`config.mk`:
```
export PLATFORM = sky130hd
export DESIGN_NAME = btb_assoc_flat
export DESIGN_NICKNAME = d
export VERILOG_FILES = /design/src/rtl/dp_types_pkg.sv /design/src/rtl/btb_assoc_if.sv /design/src/rtl/sat_counter.sv /design/src/rtl/btb_assoc.sv /design/src/flat_wrapper.sv
export SDC_FILE = /design/constraint.sdc
export NUM_CORES = 1
export LEC_CHECK = 0
export CORE_MARGIN = 3
export CORE_UTILIZATION = 57
export DETAILED_ROUTE_END_ITERATION = 8
export HOLD_SLACK_MARGIN = 0.08
export MAX_ROUTING_LAYER = met4
export PLACE_DENSITY_LB_ADDON = 0.08
export SLEW_MARGIN = 20
export SYNTH_ARGS = -nofsm -noshare
export SYNTH_HDL_FRONTEND = slang
export SYNTH_SLANG_ARGS = --single-unit
```
`constraint.sdc`:
```
create_clock -name CLK -period 6.66 [get_ports CLK]
set_input_delay 1.332 -clock CLK [delete_from_list [all_inputs] [get_ports CLK]]
set_output_delay 1.332 -clock CLK [all_outputs]
set_load 0.005 [all_outputs]
```
`src/rtl/dp_types_pkg.sv`:
```
// Shared types for the associative BTB: entry layout and saturating-counter encodings.
package dp_types_pkg;

  localparam int unsigned TAG_MAX = 30;
  localparam int unsigned CTR_MAX = 8;

  typedef logic [CTR_MAX-1:0] ctr_t;

  typedef struct packed {
    logic               valid;
    logic [TAG_MAX-1:0] tag;
    logic [31:0]        target;
    ctr_t               ctr;
  } entry_t;

  // Weakly-taken: MSB of a w-bit counter set, lower bits clear.
  function automatic ctr_t ctr_weak_taken(input int unsigned w);
    return ctr_t'(32'd1 << (w - 1));
  endfunction

  function automatic ctr_t ctr_max(input int unsigned w);
    return ctr_t'((32'd1 << w) - 32'd1);
  endfunction

endpackage

```
`src/rtl/btb_assoc_if.sv`:
```
// Lookup and resolved-branch update bundle for btb_assoc.
interface btb_assoc_if;
  logic [31:0] rpc;
  logic        phit;
  logic        ptaken;
  logic [31:0] ptarget;
  logic        wen;
  logic [31:0] wpc;
  logic        wtaken;
  logic [31:0] wtarget;
  logic        flush;

  modport btb (
    input  rpc, wen, wpc, wtaken, wtarget, flush,
    output phit, ptaken, ptarget
  );

  modport tb (
    output rpc, wen, wpc, wtaken, wtarget, flush,
    input  phit, ptaken, ptarget
  );
endinterface

```
`src/rtl/sat_counter.sv`:
```
// Combinational next value of a CTR_W-bit saturating up/down counter.
module sat_counter
  import dp_types_pkg::*;
#(
  parameter int unsigned CTR_W = 2
) (
  input  ctr_t value,
  input  logic inc,
  output ctr_t next_c
);

  localparam ctr_t MAX = ctr_max(CTR_W);

  always_comb begin
    next_c = value;
    if (inc) begin
      if (value < MAX) next_c = value + ctr_t'(1);
    end else begin
      if (value != '0) next_c = value - ctr_t'(1);
    end
  end

endmodule

```
`src/rtl/btb_assoc.sv`:
```
// Set-associative branch target buffer: zero-latency lookup, counter/target
// update on resolved branches, age-based LRU replacement.
module btb_assoc
  import dp_types_pkg::*;
#(
  parameter int unsigned SETS  = 4,
  parameter int unsigned WAYS  = 2,
  parameter int unsigned CTR_W = 2
) (
  input logic      CLK,
  input logic      nRST,
  btb_assoc_if.btb bus
);

  localparam int unsigned IDX_W = $clog2(SETS);
  localparam int unsigned WAY_W = (WAYS > 1) ? $clog2(WAYS) : 1;
  localparam ctr_t        WEAK  = ctr_weak_taken(CTR_W);

  entry_t mem [SETS][WAYS];

  logic [IDX_W-1:0]   ridx, widx;
  logic [TAG_MAX-1:0] rtag, wtag;
  logic [WAYS-1:0]    rmatch, wmatch, winval;
  logic               whit;
  logic [WAY_W-1:0]   hway, vway;
  ctr_t               ctr_next;
  logic               unused_pc;

  assign ridx      = bus.rpc[IDX_W+1:2];
  assign widx      = bus.wpc[IDX_W+1:2];
  assign rtag      = TAG_MAX'(bus.rpc[31:IDX_W+2]);
  assign wtag      = TAG_MAX'(bus.wpc[31:IDX_W+2]);
  assign unused_pc = ^{bus.rpc[1:0], bus.wpc[1:0]};

  // Tag compare for both the lookup set and the update set.
  always_comb begin
    for (int w = 0; w < WAYS; w++) begin
      rmatch[w] = mem[ridx][w].valid && (mem[ridx][w].tag == rtag);
      wmatch[w] = mem[widx][w].valid && (mem[widx][w].tag == wtag);
      winval[w] = !mem[widx][w].valid;
    end
  end

  // Lookup reads current state only; same-cycle updates are not bypassed.
  always_comb begin
    bus.phit    = 1'b0;
    bus.ptaken  = 1'b0;
    bus.ptarget = '0;
    if ($countones(rmatch) == 1) begin
      bus.phit = 1'b1;
      for (int w = 0; w < WAYS; w++) begin
        if (rmatch[w]) begin
          bus.ptaken  = mem[ridx][w].ctr[CTR_W-1];
          bus.ptarget = mem[ridx][w].target;
        end
      end
    end
  end

  always_comb begin
    hway = '0;
    for (int w = WAYS - 1; w >= 0; w--) begin
      if (wmatch[w]) hway = WAY_W'(w);
    end
  end

  assign whit = |wmatch;

  sat_counter #(.CTR_W(CTR_W)) u_ctr (
    .value  (mem[widx][hway].ctr),
    .inc    (bus.wtaken),
    .next_c (ctr_next)
  );

  always_ff @(posedge CLK or negedge nRST) begin
    if (!nRST) begin
      for (int s = 0; s < SETS; s++) begin
        for (int w = 0; w < WAYS; w++) begin
          mem[s][w] <= '{valid: 1'b0, tag: '0, target: '0, ctr: WEAK};
        end
      end
    end else if (bus.flush) begin
      for (int s = 0; s < SETS; s++) begin
        for (int w = 0; w < WAYS; w++) begin
          mem[s][w].valid <= 1'b0;
        end
      end
    end else if (bus.wen) begin
      if (whit) begin
        mem[widx][hway].ctr <= ctr_next;
        if (bus.wtaken) mem[widx][hway].target <= bus.wtarget;
      end else if (bus.wtaken) begin
        mem[widx][vway] <= '{valid: 1'b1, tag: wtag, target: bus.wtarget, ctr: WEAK};
      end
    end
  end

  generate
    if (WAYS > 1) begin : g_lru
      logic [WAY_W-1:0] age [SETS][WAYS];
      logic [WAY_W-1:0] tway;
      logic             touch;

      assign touch = bus.wen && !bus.flush && (whit || bus.wtaken);
      assign tway  = whit ? hway : vway;

      // Victim: lowest invalid way, otherwise the oldest way.
      always_comb begin
        vway = '0;
        for (int w = WAYS - 1; w >= 0; w--) begin
          if (age[widx][w] == WAY_W'(WAYS - 1)) vway = WAY_W'(w);
        end
        for (int w = WAYS - 1; w >= 0; w--) begin
          if (winval[w]) vway = WAY_W'(w);
        end
      end

      always_ff @(posedge CLK or negedge nRST) begin
        if (!nRST) begin
          for (int s = 0; s < SETS; s++) begin
            for (int w = 0; w < WAYS; w++) begin
              age[s][w] <= WAY_W'(w);
            end
          end
        end else if (touch) begin
          for (int w = 0; w < WAYS; w++) begin
            if (WAY_W'(w) == tway) begin
              age[widx][w] <= '0;
            end else if (age[widx][w] < age[widx][tway]) begin
              age[widx][w] <= age[widx][w] + WAY_W'(1);
            end
          end
        end
      end
    end else begin : g_nolru
      assign vway = '0;
    end
  endgenerate

endmodule

```
`src/flat_wrapper.sv`:
```
// flat-port wrapper written by rule: the top's interface ports become plain ports
module btb_assoc_flat import dp_types_pkg::*;
#(
  parameter int unsigned SETS  = 4,
  parameter int unsigned WAYS  = 2,
  parameter int unsigned CTR_W = 2
)
  (CLK, nRST, bus_rpc, bus_wen, bus_wpc, bus_wtaken, bus_wtarget, bus_flush, bus_phit, bus_ptaken, bus_ptarget);
  btb_assoc_if bus_i ();
  input logic CLK;
  input logic nRST;
  input wire logic [$bits(bus_i.rpc)-1:0] bus_rpc;
  input wire logic [$bits(bus_i.wen)-1:0] bus_wen;
  input wire logic [$bits(bus_i.wpc)-1:0] bus_wpc;
  input wire logic [$bits(bus_i.wtaken)-1:0] bus_wtaken;
  input wire logic [$bits(bus_i.wtarget)-1:0] bus_wtarget;
  input wire logic [$bits(bus_i.flush)-1:0] bus_flush;
  output wire logic [$bits(bus_i.phit)-1:0] bus_phit;
  output wire logic [$bits(bus_i.ptaken)-1:0] bus_ptaken;
  output wire logic [$bits(bus_i.ptarget)-1:0] bus_ptarget;
  assign bus_i.rpc = bus_rpc;
  assign bus_i.wen = bus_wen;
  assign bus_i.wpc = bus_wpc;
  assign bus_i.wtaken = bus_wtaken;
  assign bus_i.wtarget = bus_wtarget;
  assign bus_i.flush = bus_flush;
  assign bus_phit = bus_i.phit;
  assign bus_ptaken = bus_i.ptaken;
  assign bus_ptarget = bus_i.ptarget;
  btb_assoc #(.SETS(SETS), .WAYS(WAYS), .CTR_W(CTR_W)) u_core (.CLK(CLK), .nRST(nRST), .bus(bus_i));
endmodule
```
Yosys cells after proc, flatten, opt, wreduce, memory -nomap -nowiden --
Cells that the tools add are included.
Word-level totals: logic and storage cells 159, output and inout bits 34, input port bits 101, flip-flop bits (word level) 576
Operators by class: multiplexer cells 70, reductions and logical operators 18, add/subtract/negate cells 5, $lt $le $gt $ge 11, eq/ne operators 5, bitwise gates (word level) 10
Operators with widths (number):
- $mux 568 | 4
- $bwmux 568 | 3
- $mux 142 | 7
- $demux 142 s2 | 3
- $bmux 142 s2 | 2
- $demux 71 s1 | 3
- $eq 30x28->1 | 4
- $mux 32 | 3
- $mux 8 | 12
- $mux 71 | 1
- $mux 40 | 1
- $eq 32x2->1 const B | 1
- $mux 1 | 23
- $and 8x8->8 | 2
- $bwmux 8 | 2
- $not 8->8 | 2
- $logic_and 1x1->1 | 9
- $add 8x1->8 const B | 1
- $demux 2 s2 | 2
- $lt 8x2->1 const B | 1
- $reduce_bool 8->1 | 1
- $sub 8x1->8 const B | 1
- $ge 2x2->1 const B | 3
- $ge 3x3->1 const B | 2
- 17 further kinds | 26

Logic depth before layout (Yosys ltp) --
Gate-level depths: netlist of the first run.
depth after elaboration 21, gate-level depth with buffers 22, gate-level depth less buffers 16

Modules after synthesis --
A second synthesis of the first run with hierarchy kept.
Second synthesis, totals: cell total of the unflattened synthesis 2140, area total of the unflattened synthesis 29311.9 um^2
By module, submodules not included:
- btb_assoc | cells an instance 2096, sequential area each 14028.5 um^2, area each 28969.0 um^2, times used 1
- sat_counter | cells an instance 44, sequential area each 0.0 um^2, area each 342.8 um^2, times used 1

Worst setup path before layout of the first run --
Ideal clock, no wire load.
kind in2out, start input bus_rpc[2], end output bus_ptarget[10], slack 0.992 ns, arrival time 4.336 ns, cell stages on the path 11, buffers on the path 5, required time 5.328 ns, cell sequence clkbuf_1 > buf_2 > buf_1 > mux4_2 > xnor2_1 > nand4_1 > nor4_1 > and3_1 > clkbuf_1 > clkbuf_1 > a22o_1
On the way: longest elaborated chain between the ends 9, elaborated cells between the ends (all ways) 13, those cells by class 1 x add/sub; 3 x eq/ne; 6 x mux; 1 x bitwise; 2 x reduce/logical
Ends and longest elaborated chain:
- from (decl) | line flat_wrapper.sv:12 | input wire logic [$bits(bus_i.rpc)-1:0] bus_rpc;
- $not 2->3 (not written as such) (*) | line btb_assoc.sv:38, btb_assoc.sv:54
- $bmux 142 s2 (*) | line btb_assoc.sv:38, btb_assoc.sv:54
- $mux 142 (not written as such) (*) (2 in series) | line btb_assoc.sv:38 | rmatch[w] = mem[ridx][w].valid && (mem[ridx][w].tag == rtag);
- $eq 30x28->1 | line btb_assoc.sv:38
- $logic_and 1x1->1 | line btb_assoc.sv:38
- $add 1x1->2 (not written as such) or $mux 32 (tied branches) | line btb_assoc.sv:49, btb_assoc.sv:52
- $eq 32x2->1 or $mux 32 (tied branches) | line btb_assoc.sv:49, btb_assoc.sv:52
- $mux 32 (*) | line btb_assoc.sv:49 | if ($countones(rmatch) == 1) begin
- to (decl) | line flat_wrapper.sv:20 | output wire logic [$bits(bus_i.ptarget)-1:0] bus_ptarget;
Mark *: on every way between the ends. The rest lies on a longest branch, timed or not. The select of a mux whose other input is x is not followed.

Worst setup path after layout of the first run --
start input bus_rpc[2], end output bus_phit
On the way: longest elaborated chain between the ends 9, elaborated cells between the ends (all ways) 11, those cells by class 1 x add/sub; 3 x eq/ne; 4 x mux; 1 x bitwise; 2 x reduce/logical
Ends and longest elaborated chain:
- $not 2->3 (not written as such) (*) | line btb_assoc.sv:38
- $bmux 142 s2 (*) | line btb_assoc.sv:38
- $mux 142 (not written as such) (*) (2 in series) | line btb_assoc.sv:38
- $eq 30x28->1 | line btb_assoc.sv:38
- $logic_and 1x1->1 | line btb_assoc.sv:38
- $add 1x1->2 (not written as such) (*) | line btb_assoc.sv:49
- $eq 32x2->1 (*) | line btb_assoc.sv:49
- $mux 1 (*) | line btb_assoc.sv:49
- to (decl) | line flat_wrapper.sv:18 | output wire logic [$bits(bus_i.phit)-1:0] bus_phit;
Marked as above.

==> results of run 1 <==
-- sequential cells by signal, indices dropped and copies added, names as in the netlist --
signal,flops
u_core.mem,552
u_core.g_lru.age,8
-- placed cells by master, fill, tap and decap left out, drive strengths merged, types with 4 or more instances in the layout --
cell type,count
nor4,10
a211o,4
inv,16
nor3,12
xnor2,92
or2,4
o2bb2ai,4
dfrtp,548
a31oi,7
nand2,66
or3,9
and2,5
xor2,27
a2bb2oi,4
mux2i,32
clkinv,11
a21o,10
nor2b,7
dfstp,12
nand2b,4
o21ai,33
nand4,32
a21oi,16
mux2,485
diode,4
clkdlybuf4s50,125
nor2,44
a22o,56
mux4,190
and4,4
clkbuf,89
nand3,18
buf,66
-- cells by family (layout without fill, tap and decap cells) --
group	after synthesis	in the layout	share of synthesized area (%)
compound gates	153	153	4.128
xor+xnor	119	119	3.746
fa+ha+maj	2	2	0.08866
buf+inv	157	310	2.443
flops	560	560	49.71
mux	707	707	35.66
other cells	0	4	0
simple gates	230	230	4.221
-- final timing paths --
check / startpoint / end / cells past startpoint / slack (ns)
max: bus_rpc[2] / bus_phit / 10 / 0.53
min: u_core.mem[286]$_DFFE_PN0P_ / u_core.mem[286]$_DFFE_PN0P_ / 2 / 0.48
max reg2reg: u_core.mem[65]$_DFFE_PN0P_ / u_core.mem[290]$_DFFE_PN0P_ / 16 / 1.75
min reg2reg: u_core.mem[286]$_DFFE_PN0P_ / u_core.mem[286]$_DFFE_PN0P_ / 2 / 0.48
max in group asynchronous: nRST / u_core.mem[58]$_DFFE_PN0P_ / 2 / 4.65
min in group asynchronous: nRST / u_core.mem[219]$_DFFE_PN0P_ / 1 / 0.70
-- per-stage QoR --
stage | worst slack [ns] | std cells | hold slack [ns] | util (%) | cell area [sq um]
global placement | 0.3148 | 2633 | 0.4594 | 63.17 | 30540
finish | 0.5307 | 2741 | 0.4788 | 67.12 | 32450
global route | 0.4153 | 2741 | 0.5007 | 67.12 | 32450
CTS | 0.5348 | 2737 | 0.4801 | 67.10 | 32440
detailed placement | 0.2339 | 2633 | 0.4667 | 63.17 | 30540
floorplan | 0.9923 | 1928 | 0.4446 | - | 28220
-- cell type report --
class / instances / area, sq um
Timing Repair Buffer: 192 / 2009
Clock inverter: 16 / 173.9
Clock buffer: 88 / 1725
Multi-Input combinational cell: 1211 / 13630
Fill cell: 3439 / 15900
Tap cell: 656 / 820.8
Sequential cell: 560 / 14030
Inverter: 14 / 52.55
Antenna cell: 4 / 10.01
-- layer usage --
layer / global-route usage, % / wire length, microns
met5: - / 0
met4: 8.110 / 1910
met3: 5.259 / 4145
met2: 44.34 / 34250
met1: 39.58 / 31250
-- worst register-to-register path, delay by kind of cell (launching register included) --
kind                     cells  cell delay (ns)
AO/OA/AOI/OAI                1             0.20
buffers and inverters        2             0.25
multiplexers                 3             1.49
AND/OR/NAND/NOR              7             1.74
flip-flops                   1             0.39
adder cells (fa/ha/maj)      1             0.17
XOR/XNOR                     2             0.52
-- power by group --
group | leakage (nW) | total [mW] | internal, mW | switching [mW]
registers | 7.34 | 4.13 | 3.86 | 0.268
logic | 5.68 | 1.50 | 0.842 | 0.661
clock network | 0.945 | 3.25 | 1.89 | 1.36
total | 14.0 | 8.88 | 6.60 | 2.29
==> results.yml, run 1 <==
setup_path:
  crit_required_ns: 5.33
  crit_slowest_cell: "mux4_2"
  critPathMaxStageDelay_ns: 0.54
  arrival_ns: 4.80
  cp-start-kind: "input port"
  critPathTopFamily: "simple AND/OR/NAND/NOR gates"
  crit_chain: "clkbuf_8 > buf_4 > mux4_2 > xor2_1 > nor4_1 > nand4_1 > and3_2 > buf_12 > or2_2 > clkdlybuf4s50_1"
  path_buf_inv: 4
  crit_type: "in -> out"
  worstPathMaxFanout: 34
  worstSetupEndpointType: "output port"
drt:
  avgRoutedWirePerCell_microns: 26.11
  vias: 17580
  via_per_inst: 6.413
  wl_mm: 71.56
  detail-route-antenna-nets: 0
  first_iter_violations: 1343
  dr.pass1.iters: 6
  drc: 0
floorplan:
  start_util_pct: 58.37
  rows: 80
  fp.dieW_microns: 228.5
  die_height_microns: 228.5
  ios: 135
  dieArea_sq_mm: 0.05222
  core_area_sq_mm: 0.04835
power:
  power_per_cell_area_mw_per_mm2: 273.8
  leakage_nw: 13.97
  ir_worst_vdd_mv: 0.1953
  power_mw: 8.884
grt:
  grt_pass1_wl_mm: 112.1
  grt-ovfl-total: 0
  grt_pass1_vias: 18590
  gr-usage-all-layers_pct: 28.69
  antenna_found_initial: 4
  grt_max_degree: 150
logic_synthesis:
  ys_seq_area_share_pct: 49.71
  syn_inst: 1928
  yosys-top-cells-area: "dfrtp_1 49%, mux2_2 19%, mux4_2 15%"
  synth_edf_count: 0
  synth_area_per_cell_sq_um: 14.64
  synthArstFlopShare_pct: 100.0
  ys_ff_latch: 560
  synth_flop_cell: "dfrtp_1"
  synth_top_cell_by_area: "dfrtp_1"
  syn-num-nets: 2031
  yosysUniqueCellTypes: 61
  yosys_warnings: 0
  synth_top_area_share_pct: 48.59
  synthesis.area_sq_mm: 0.02822
  synthTopCellsByCount: "548 x dfrtp_1, 475 x mux2_2, 190 x mux4_2"
  synth.most_common_cell: "dfrtp_1"
sta:
  clock.fmax_mhz: 163.2
  finalMaxSlewViolations: 0
  worst_pin_slew_ns: 0.9345
  finalCritPeriodShare_pct: 92.03
  rsz0062_at_grt: "false"
  fin_tns_setup_ns: 0
  finalCriticalPeriod_ns: 6.129
  setup_violations: 0
  slew_headroom_pct: 37.57
  hold_violations: 0
  clock-skew-final_ns: 0.02729
worst_hold_path:
  hold_path.class: "reg -> reg"
finish:
  drive_gt1_share_pct: 41.66
  areaGrowthSynthToFinish_pct: 14.99
  nets: 2141
job:
  maxCapViolCount: 0
clocking:
  cts_resized: 0
  clock_path_buffers: 3
  cts-root-buf: "clkbuf_16"
  insertion_delay_ns: 0.63
  clkTransAtPathRegs_ns: 0.06
  hold_buffers: 0
  cts.sinks: 560
  cts_htree_levels: 2
  cts_tree: "done"
  cts_setup_buffers: 0
  numCtsBuffers: 59
outcome:
  status: "finished clean"
placed_design:
  hpwl_mm: 45.23
  globalplace.congestion: 0.9263
  io_buffers: 130
(Power assumes the default switching activity.)
==> run 2: changes to the inputs <==
--- a/config.mk
+++ b/config.mk
@@ -8,8 +8,8 @@
 export CORE_MARGIN = 3
 export CORE_UTILIZATION = 57
 export DETAILED_ROUTE_END_ITERATION = 8
+export DONT_BUFFER_PORTS = 1
 export HOLD_SLACK_MARGIN = 0.08
-export MAX_ROUTING_LAYER = met4
 export PLACE_DENSITY_LB_ADDON = 0.08
 export SLEW_MARGIN = 20
 export SYNTH_ARGS = -nofsm -noshare
==> run 2 against run 1 <==
Net effect:
- the flow now finishes with violations (max-slew violations)
- register-to-register slack worse by 0.25 ns
- core utilization down 3.9 points
- non-clock buffer count down 170
- via count down 5.1%
- clock skew down 0.0025 ns
- final area down 5.7%
- worst hold slack worse by 0.046 ns
- global-route usage down 2.0 points
- combinational power down 19%
- clock power down 1%
- worst setup slack better by 0.57 ns
- critical path type unchanged
- critical endpoint is now bus_ptarget[26]
- highest routed layer unchanged
==> results.yml, run 2 (synthesis gave the netlist of run 1 again) <==
drt:
  vias: 16690
  dr.pass1.iters: 4
  drc: 0
  via_per_inst: 6.501
  detail-route-antenna-nets: 0
  wl_mm: 69.15
  first_iter_violations: 1310
  avgRoutedWirePerCell_microns: 26.94
sta:
  clock.fmax_mhz: 179.7
  hold_violations: 0
  finalCritPeriodShare_pct: 83.54
  finalCriticalPeriod_ns: 5.564
  setup_violations: 0
  finalMaxSlewViolations: 178
  slew_headroom_pct: -16.77
  worst_pin_slew_ns: 1.751
  clock-skew-final_ns: 0.02483
  fin_tns_setup_ns: 0
  rsz0062_at_grt: "false"
  holdWs_ns: 0.4326
grt:
  antenna_found_initial: 0
  grt_pass1_wl_mm: 107.9
  grt_max_degree: 561
  gr-usage-all-layers_pct: 26.70
  use_met1_pct: 38.24
  grt_pass1_vias: 17650
  grtUsageMet2_pct: 42.10
  grtUsageMet3_pct: 5.795
  busiest_layer: "met2"
  grt-ovfl-total: 0
floorplan:
  fp.dieW_microns: 228.5
  core_area_sq_mm: 0.04835
  start_util_pct: 58.37
  rows: 80
  ios: 135
  die_height_microns: 228.5
  dieArea_sq_mm: 0.05222
placed_design:
  hpwl_mm: 42.30
  globalplace.congestion: 0.9165
  io_buffers: 0
finish:
  areaGrowthSynthToFinish_pct: 8.384
  layout_common_cells: "548 x dfrtp_1, 475 x mux2_2, 190 x mux4_2"
  regMostFlops: "u_core.mem"
  final_common_cell: "dfrtp_1"
  largestRegisters: "u_core.mem (552), u_core.g_lru.age (8)"
  largest_reg_flops: 552
  drive_gt1_share_pct: 43.12
  nets: 1970
  diodes: 0
clocking:
  insertion_delay_ns: 0.62
  cts-root-buf: "clkbuf_16"
  cts_setup_buffers: 0
  cts.sinks: 560
  numCtsBuffers: 58
  clkTransAtPathRegs_ns: 0.06
  cts_resized: 0
  cts_htree_levels: 2
  cts_tree: "done"
  hold_buffers: 0
  clock_path_buffers: 3
worst_hold_path:
  hold_path.class: "in -> async"
setup_path:
  critPathMaxStageDelay_ns: 0.55
  worstPathMaxFanout: 124
  timing.rr.end: "u_core.mem[0]$_DFFE_PN0P_"
  critPathTopFamily: "simple AND/OR/NAND/NOR gates"
  crit_slowest_cell: "a21oi_4"
  crit_chain: "mux4_2 > xor2_1 > nor4_1 > nand3_1 > nor3_1 > nand4_1 > a21oi_4 > buf_4 > a22o_1"
  cp-start-kind: "input port"
  crit_type: "in -> out"
  arrival_ns: 4.23
  path_buf_inv: 1
  r2r_cells: 16
  crit_required_ns: 5.33
  worstSetupEndpointType: "output port"
  r2r-start: "u_core.mem[66]$_DFFE_PN0P_"
  reg2reg_slack_ns: 1.50
power:
  ir_worst_vdd_mv: 0.2527
  leakage_nw: 13.20
  power_per_cell_area_mw_per_mm2: 279.9
job:
  maxCapViolCount: 0
outcome:
  status: "finished with violations"
  violations: "max-slew violations"
-- run 2: worst reg2reg max path, cell delays in order (launching register included) --
cell and delay (ns):
dfrtp_1 0.39, mux4_2 0.48, xnor2_1 0.41, nand4_1 0.17, nor3_1 0.42, nand4b_1 0.31, nor2b_1 0.39, mux2_2 0.41
inv_1 0.08, ha_1 0.29, nand2_1 0.16, nor3_1 0.38, nand2_1 0.09, mux2_2 0.37, o211ai_1 0.14, xnor2_1 0.37
a22o_1 0.24
-- run 2: cell type report --
class | count | area [sq um]
Inverter | 14 | 52.55
Tap cell | 656 | 820.8
Sequential cell | 560 | 14030
Multi-Input combinational cell | 1211 | 13630
Clock inverter | 16 | 156.4
Clock buffer | 88 | 1734
Timing Repair Buffer | 22 | 165.2
Fill cell | 3595 | 17760
-- run 2: worst max-delay path by stage --
stage	end	startpoint	slack (ns)	cells past startpoint
final	bus_ptarget[26]	bus_rpc[2]	1.10	9
after global placement	u_core.mem[142]$_DFFE_PN0P_	bus_wpc[2]	0.76	16
after global routing	u_core.mem[71]$_DFFE_PN0P_	bus_wpc[2]	0.95	16
after detailed placement	u_core.mem[0]$_DFFE_PN0P_	bus_wpc[2]	0.65	16
after CTS	bus_ptarget[26]	bus_rpc[2]	1.10	9
after floorplan	bus_ptarget[10]	bus_rpc[2]	0.99	11
-- run 2: through the flow --
stage / power [mW] / cell area, sq um / worst slack, ns / std cells / util (%)
after CTS: 8.633 / 30590 / 1.099 / 2567 / 63.27
after detailed placement: 5.398 / 28700 / 0.6545 / 2463 / 59.36
after floorplan: 5.162 / 28220 / 0.9923 / 1928 / -
after global placement: 5.326 / 28700 / 0.7565 / 2463 / 59.36
after global routing: 8.912 / 30590 / 0.9451 / 2567 / 63.27
final: 8.563 / 30590 / 1.096 / 2567 / 63.27
-- run 2: power by group --
part / internal [mW] / switching, mW / total, mW
Sequential: 3.86 / 0.265 / 4.12
Clock: 1.86 / 1.35 / 3.21
Combinational: 0.765 / 0.459 / 1.22
-- run 2: metal layers --
metal / vias to the layer above / share of wire (%)
met5: - / 0
met4: 0 / 2.3
met3: 102 / 6.6
met2: 443 / 47
met1: 8974 / 44
li1: 7168 / -
==> run 3: changes to the inputs <==
==> constraint.sdc (replaced) <==
create_clock -name CLK -period 4.5 [get_ports CLK]
set_input_delay 0.9 -clock CLK [delete_from_list [all_inputs] [get_ports CLK]]
set_output_delay 0.9 -clock CLK [all_outputs]
set_load 0.005 [all_outputs]
==> run 3 against run 2 <==
Net effect:
- the run ends with negative hold slack, max-slew violations left
- clock power rose by 58%
- critical endpoint is now bus_phit
- worst setup slack got worse by 0.96 ns
- cell count rose by 2.8%
- die area did not move
- sequential share of layout area fell by 1.4 points
- combinational power rose by 60%
- final area rose by 3.2%
- sequential cell count did not move
- critical path type unchanged
- first-iteration DRC count fell by 1.5%
- count of clock-buffer cells in the layout fell by 7
- via count rose by 1.9%
==> results.yml, run 3 (synthesis gave the netlist of run 1 again) <==
power:
  power_mw: 13.13
  leakage_nw: 13.69
  power_per_cell_area_mw_per_mm2: 416.1
  ir_worst_vdd_mv: 0.3035
sta:
  fin_tns_setup_ns: 0
  finalCriticalPeriod_ns: 4.361
  holdWs_ns: -0.01422
  rsz0062_at_grt: "false"
  clock.fmax_mhz: 229.3
  clock-skew-final_ns: 0.01653
  slew_headroom_pct: -103.0
  finalCritPeriodShare_pct: 96.92
  setup_violations: 0
  hold_violations: 10
  finalMaxSlewViolations: 453
  worst_pin_slew_ns: 3.045
clocking:
  numCtsBuffers: 59
  cts_tree: "done"
  cts-root-buf: "clkbuf_16"
  clock_path_buffers: 3
  insertion_delay_ns: 0.63
  cts.sinks: 560
  cts_htree_levels: 2
  clkTransAtPathRegs_ns: 0.06
  cts_setup_buffers: 0
finish:
  regMostFlops: "u_core.mem"
  final_common_cell: "dfrtp_1"
  largest_reg_flops: 552
  diodes: 0
  layout_common_cells: "548 x dfrtp_1, 473 x mux2_2, 190 x mux4_2"
  areaGrowthSynthToFinish_pct: 11.83
  fillers: 3499
  nets: 2040
  drive_gt1_share_pct: 46.12
  largestRegisters: "u_core.mem (552), u_core.g_lru.age (8)"
floorplan:
  core_area_sq_mm: 0.04835
  die_height_microns: 228.5
  start_util_pct: 58.37
  rows: 80
  ios: 135
  dieArea_sq_mm: 0.05222
  fp.dieW_microns: 228.5
grt:
  grt_max_degree: 561
  grt-ovfl-total: 0
  grt_pass1_vias: 18350
  gr-usage-all-layers_pct: 27.46
  antenna_found_initial: 0
  grt_pass1_wl_mm: 110.6
setup_path:
  r2r_cells: 17
  worstPathMaxFanout: 124
  arrival_ns: 3.46
  worstSetupEndpointType: "output port"
  r2r-start: "u_core.mem[67]$_DFFE_PN0P_"
  crit_end: "bus_phit"
  reg2reg_slack_ns: 0.34
  cp-start-kind: "input port"
  crit_start: "bus_rpc[2]"
  timing.rr.end: "u_core.mem[426]$_DFFE_PN0P_"
  crit_type: "in -> out"
  crit_required_ns: 3.60
drt:
  vias: 17010
  detail-route-antenna-nets: 0
  first_iter_violations: 1290
  wl_mm: 70.41
  via_per_inst: 6.442
  avgRoutedWirePerCell_microns: 26.67
  dr.pass1.iters: 5
  drc: 0
outcome:
  status: "finished with violations"
  violations: "negative hold slack, max-slew violations"
placed_design:
  io_buffers: 0
  globalplace.congestion: 0.8386
  hpwl_mm: 42.74
job:
  maxCapViolCount: 0
worst_hold_path:
  hold_path.class: "in -> async"
## run 3: metal layers
layer / wire length, microns / share of wire, % / track usage [%] / up-vias
met5: 0 / 0 / 0 / -
met4: 1604 / 2.3 / 6.413 / 0
met3: 4620 / 6.6 / 6.605 / 104
met2: 33730 / 48 / 44.78 / 405
met1: 30460 / 43 / 37.83 / 9200
li1: - / - / - / 7297
## run 3: area by class of cell
| cell class | count | area [sq um] | share of cell area [%] |
|---|---|---|---|
| multi-input combinational | 1211 | 13740 | 43.53 |
| clock buffer | 81 | 1679 | 5.320 |
| tap | 656 | 820.8 | 2.601 |
| inverter | 14 | 52.55 | 0.1665 |
| sequential | 560 | 14030 | 44.45 |
| clock inverter | 27 | 345.3 | 1.094 |
| timing repair buffer | 91 | 895.9 | 2.839 |
## run 3: through the flow
step	hold WS (ns)	util (%)	std cells	worst slack [ns]	instance area, sq um
after floorplan	0.4446	-	1928	-0.2190	28370
after global placement	0.4579	61.06	2532	-0.1160	29520
after detailed placement	0.4684	61.06	2532	-0.1888	29520
after CTS	-0.01952	65.25	2640	0.03210	31540
after global routing	-0.03198	65.28	2640	0.01584	31560
final	-0.01422	65.28	2640	0.1385	31560
## run 3: worst max-delay path, cell delays in order
cell and delay, ns:
mux4_2 0.58, xor2_1 0.19, nor4_2 0.28, buf_4 0.18
nand3_1 0.08, nor3_2 0.19, nand4_1 0.19, and3_4 0.24
buf_12 0.19, or2_2 0.34
## run 3: how the worst min path moves through the flow
| stage | start | end | slack [ns] | depth (start not counted) |
|---|---|---|---|---|
| after global placement | u_core.mem[3]$_DFFE_PN0P_ | u_core.mem[3]$_DFFE_PN0P_ | 0.46 | 2 |
| final | nRST | u_core.mem[497]$_DFFE_PN0P_ | -0.01 | 0 |
| after global routing | nRST | u_core.mem[220]$_DFFE_PN0P_ | -0.03 | 0 |
| after CTS | nRST | u_core.mem[74]$_DFFE_PN0P_ | -0.02 | 0 |
| after detailed placement | u_core.mem[74]$_DFFE_PN0P_ | u_core.mem[74]$_DFFE_PN0P_ | 0.47 | 2 |
| after floorplan | u_core.mem[144]$_DFFE_PN0P_ | u_core.mem[144]$_DFFE_PN0P_ | 0.44 | 2 |
## run 3: where the power goes
part | internal, mW | total, mW | switching [mW]
combinational | 1.25 | 1.95 | 0.703
clock | 3.01 | 5.07 | 2.06
sequential | 5.71 | 6.11 | 0.398
## run 3: what timing repair did
action / 4_1_cts / 5_1_grt
endpoints found under the setup margin: 0 / 34
hold endpoints to repair: 548 / 408
resized for setup: 0 / 4
